===== config.mk =====
export PLATFORM = sky130hd
export DESIGN_NAME = unified_mem_arbiter
export DESIGN_NICKNAME = d
export VERILOG_FILES = /design/src/rtl/unified_mem_arbiter.sv
export SDC_FILE = /design/constraint.sdc
export NUM_CORES = 1
export LEC_CHECK = 0
export ABC_AREA = 1
export CAP_MARGIN = 10
export CORE_AREA = 4 4 102 104
export DETAILED_ROUTE_END_ITERATION = 7
export DIE_AREA = 0 0 106 108
export GPL_TIMING_DRIVEN = 0
export PLACE_DENSITY_LB_ADDON = 0.3
export SYNTH_ARGS = -nofsm -noshare
export SYNTH_HDL_FRONTEND = slang
export SYNTH_SLANG_ARGS = --single-unit

===== constraint.sdc =====
create_clock -name clk -period 2.6 [get_ports clk]
set_input_delay 0.52 -clock clk [delete_from_list [all_inputs] [get_ports clk]]
set_output_delay 0.52 -clock clk [all_outputs]
set_load 0.05 [all_outputs]

===== src/rtl/unified_mem_arbiter.sv =====
// rtl/unified_mem_arbiter.sv - single-port unified memory arbiter for fetch and load/store
// One transaction in flight at a time, D has priority, with a fetch starvation guard, fence drain and halt.
module unified_mem_arbiter #(
    parameter int ADDR_W     = 32,
    parameter int DATA_W     = 32,
    parameter int MEM_LAT    = 2,
    parameter int STARVE_MAX = 4
) (
    input  logic              clk,
    input  logic              rst_n,
    input  logic              if_req,
    input  logic [ADDR_W-1:0] if_addr,
    output logic              if_gnt,
    output logic              if_rvalid,
    output logic [DATA_W-1:0] if_rdata,
    input  logic              d_req,
    input  logic              d_we,
    input  logic [ADDR_W-1:0] d_addr,
    input  logic [DATA_W-1:0] d_wdata,
    output logic              d_gnt,
    output logic              d_rvalid,
    output logic [DATA_W-1:0] d_rdata,
    input  logic              halt,
    input  logic              fence_req,
    output logic              fence_done,
    output logic              halted,
    output logic              mem_en,
    output logic              mem_we,
    output logic [ADDR_W-1:0] mem_addr,
    output logic [DATA_W-1:0] mem_wdata,
    input  logic [DATA_W-1:0] mem_rdata
);
    localparam int SW = $clog2(STARVE_MAX + 1);
    localparam logic [3:0]    LAT  = 4'(MEM_LAT);
    localparam logic [SW-1:0] SMAX = SW'(STARVE_MAX);

    typedef enum logic {IDLE, BUSY} state_e;

    state_e        state_q, state_d;
    logic [3:0]    cnt_q, cnt_d;
    logic          owner_d_q, owner_d_d;
    logic [SW-1:0] streak_q, streak_d;
    logic          fence_pending_q, fence_pending_d;
    logic          idle;
    logic          done;

    always_comb begin
        if_gnt          = 1'b0;
        d_gnt           = 1'b0;
        state_d         = state_q;
        cnt_d           = cnt_q;
        owner_d_d       = owner_d_q;
        streak_d        = streak_q;
        // rst_n gates the grant path so every strobe is low while reset is held
        idle            = rst_n && (state_q == IDLE);
        done            = (state_q == BUSY) && (cnt_q == LAT);
        fence_done      = idle && fence_pending_q;
        fence_pending_d = fence_done ? 1'b0 : (fence_pending_q | fence_req);

        if (idle && !fence_pending_q && !fence_req) begin
            if (d_req && (!if_req || halt || (streak_q < SMAX))) begin
                d_gnt = 1'b1;
            end else if (if_req && !halt) begin
                if_gnt = 1'b1;
            end
        end

        mem_en    = d_gnt | if_gnt;
        mem_we    = d_gnt & d_we;
        mem_addr  = d_gnt ? d_addr : (if_gnt ? if_addr : '0);
        mem_wdata = d_gnt ? d_wdata : '0;
        if_rvalid = done && !owner_d_q;
        d_rvalid  = done && owner_d_q;
        if_rdata  = mem_rdata;
        d_rdata   = mem_rdata;
        halted    = halt && idle;

        if (mem_en) begin
            state_d   = BUSY;
            cnt_d     = 4'd1;
            owner_d_d = d_gnt;
        end else if (state_q == BUSY) begin
            if (done) begin
                state_d = IDLE;
                cnt_d   = 4'd0;
            end else begin
                cnt_d = cnt_q + 4'd1;
            end
        end

        if (if_gnt) begin
            streak_d = '0;
        end else if (d_gnt) begin
            if (!if_req) begin
                streak_d = '0;
            end else if (streak_q != SMAX) begin
                streak_d = streak_q + SW'(1);
            end
        end
    end

    always_ff @(posedge clk or negedge rst_n) begin
        if (!rst_n) begin
            state_q         <= IDLE;
            cnt_q           <= 4'd0;
            owner_d_q       <= 1'b0;
            streak_q        <= '0;
            fence_pending_q <= 1'b0;
        end else begin
            state_q         <= state_d;
            cnt_q           <= cnt_d;
            owner_d_q       <= owner_d_d;
            streak_q        <= streak_d;
            fence_pending_q <= fence_pending_d;
        end
    end
endmodule


==> reports/metrics.cfg <==
[floorplan]
floorplan_die_width_um=106
floorplan.die.height_um=108
ioPinCount=271
placement_rows=36
initial_utilization_pct=18.2
die_area_um2=11400
core_um2=9550

[grt]
routing_usage_on_met3_pct=7.58
grt.met2_usage_pct=28.0
gr-total-overflow=0
first_global_vias=2334
track_usage_pct=15.6
global_route.usage.met1_pct=17.2
largest_net_degree_at_the_start_of_global_routing=13
grt_first_pass_wirelength_mm=14.1
grt_antenna_before_repair=0
gr-max-usage-layer=met2

[power]
cellInternalPower_mw=0.819
power.share.sequential_pct=17.3
report.power.total_mw=1.60
share_comb_of_total_power_pct=73.0
reported_leakage_power_nw=2.28
power_per_cell_area_nw_per_um2=364
switchingPower_mw=0.785
sw_frac_of_total_pct=48.9
vdd.ir_drop.worst_mv=0.317
power.share.clock_pct=9.7

[clock_tree]
clkTransAtPathRegs_ns=0.05
cts_buffers=3
htree_levels=1
max_buffers_root_to_sink=2
cts.sinks=10
tritoncts=built
insertion_delay_ns=0.23
postCtsHoldBufs=0
cts_root_buffer=clkbuf_8

[yosys]
synth_cell_type_count=20
main_combinational_cell_family_by_area_after_synthesis=buffers and inverters
post_syn_area_per_cell_um2=6.62
synth_simple_gate_area_share_pct=21.6
seq_area_frac_synth_pct=14.4
post_synthesis_compound_gate_area_fraction_pct=17.6
netlist_area_um2=1730
synth.mux.area_fraction_pct=0
ys_warn_count=0
post_synth_fa_ha_maj_area_fraction_pct=2.89
post-synth-top-area-cell=buf_4
synth_nets=401
gate_count_after_technology_mapping=262
synth.area.top_cells=buf_4, a22o_1, dfrtp_1
ys_ff_latch=10
xor_and_xnor_fraction_of_the_mapped_netlist_area_pct=1.52
synth_largest_type_area_fraction_pct=28.6

[finish]
layout-area-overhead-vs-synth_pct=154
layout.cells.non_filler=646
utilization_pct=46.2
final_net_count=654
drive_above_1_share_pct=33.5
final_design_area_no_fill_um2=4410
insertedDiodeCount=0

[setup_path]
worstRegToRegCells=7
crit_type=in2out
timing.critical_path.to_type=output pin
crit-reg2reg-launch=streak_q[2]
crit_path_launch_type=primary input
crit_path_max_fanout=8
critPathRequiredTime_ns=2.08
timing.reg2reg.setup_slack_ns=1.11
cpMaxStageDelayCell=clkdlybuf4s50_1
r2r_path_end=cnt_q[2]
path_cells=clkdlybuf4s50_1, inv_1, nand3_2, nand2_2, nor2_4, buf_12, buf_6, a22o_1, buf_4
crit_start=halt
crit_path_max_incr_delay_ns=0.48
critPathCapture=mem_addr[23]
critical_path_arrival_ns=1.99

[routing]
finalWirelength_mm=10.3
number_of_detailed_routing_iterations_run_before_antenna_repair=4
avg_vias_per_cell=3.80
dr_vias=2455
ant_nets=0
detail_route.drc_violations=0
drt_first_iter_violations=82
routed_wire_length_per_instance_um=15.9

[timing]
fin_worst_skew_ns=0.00536
grt_setup_unrepaired=false
report.final.setup_viol=0
timing.final.crit_share_pct=96.5
timing.final.ws_setup_ns=0.0916
hold_viol=0
min_period_ns=2.51
relSlewSlack_pct=63.7
maxSlewViolCount=0
max_freq_mhz=399
worstMarginPinSlew_ns=0.543

[place]
place_area_um2=4280
placement.io_buffers=238
hpwl_mm=8.85
place_congestion=0.752
place.detailed.instances=633
post_place_setup_slack_ns=-1.04

[run_status]
run_status=completed

[worst_hold_path]
hold_path_class=in2async

[run]
maxCapViolations=0

## cell families after synthesis
group | Yosys count
AOI/OAI and AO/OA | 37
xor gates and xnor gates | 3
adders and majority gates | 4
buffers and inverters | 120
DFF | 10
and+or+nand+nor | 88
## final cells by class
type	instances	area, um^2
fill	982	5140
timing repair buffer	248	2390
multi-input combinational	132	805
buffer	74	587
sequential	10	250
inverter	46	173
tap	133	166
clock buffer	3	41.3
## sequential cells by signal, indices dropped and copies added (netlist names)
register / cells
cnt_q: 4
streak_q: 3
fence_pending_q: 1
owner_d_q: 1
state_q: 1
## worst min-delay path by stage
stage / endpoint / cells past startpoint / from
2_1_floorplan: cnt_q[0] / 0 / rst_n
6_report: cnt_q[1] / 1 / rst_n
3_3_place_gp: cnt_q[3] / 2 / cnt_q[3]
5_1_grt: cnt_q[1] / 1 / rst_n
4_1_cts: owner_d_q / 1 / rst_n
3_5_place_dp: cnt_q[3] / 2 / cnt_q[3]
## per-layer routing
metal | routed length (um) | share of wire, %
met1 | 3760 | 37
met2 | 5240 | 51
met3 | 1200 | 12
met4 | 79 | 0.77
met5 | 0 | 0
## placed cells by master (no fill, tap or decap), types with 2 or more instances in the layout
cell type and instances:
nor2_1 42, buf_6 24, ha_1 4, clkdlybuf4s50_1 162, xor2_1 3, a22o_1 31
clkbuf_8 3, buf_2 5, dfrtp_1 10, nand3_2 2, dlygate4sd2_1 2, o21ai_0 3
nand2_2 3, nor2_2 4, buf_4 106, inv_1 46, dlymetal6s2s_1 5, clkdlybuf4s15_2 4
nand3_1 6, nand2_1 25, buf_8 2, clkbuf_4 10, nor2_4 3
## cells in the mapped netlist
| master | n |
|---|---|
| ha_1 | 4 |
| o21ai_0 | 3 |
| nand3_1 | 7 |
| buf_4 | 66 |
| nor2_4 | 1 |
| nand2_2 | 2 |
| a21oi_1 | 1 |
| nand2_1 | 26 |
| nand3b_1 | 1 |
| dfrtp_1 | 10 |
| buf_2 | 5 |
| nand3_2 | 2 |
| or2_2 | 1 |
| a22o_1 | 32 |
| buf_6 | 3 |
| o21ai_1 | 1 |
| nor2_1 | 46 |
| xor2_1 | 3 |
| nor2_2 | 2 |
| inv_1 | 46 |
## power by group through the flow
stage	combinational [mW]	sequential, mW	clock, mW
floorplan	0.724	0.263	0
global placement	1.14	0.272	0
global route	1.25	0.284	0.177
CTS	1.14	0.277	0.163
detailed placement	1.15	0.278	0
finish	1.17	0.278	0.156
## stage by stage
stage | hold slack [ns] | TNS [ns]
global route | 0.287 | 0
global placement | 0.457 | -66.18
finish | 0.267 | 0
floorplan | 0.224 | 0
detailed placement | 0.475 | -66.10
CTS | 0.271 | -0.0282
## critical path: cells and delay by family
| family | cells | cell delay, ns |
|---|---|---|
| AO/OA/AOI/OAI | 1 | 0.16 |
| AND/OR/NAND/NOR | 3 | 0.28 |
| buffers and inverters | 5 | 1.02 |
## timing repair
item                                    in CTS  in global routing
setup buffers                                0                  7
endpoints found under the setup margin      70                 67
pin swaps                                    0                  6
gates resized for setup                    392                 64
gates cloned                                 0                  3
(Power assumes the default switching activity.)
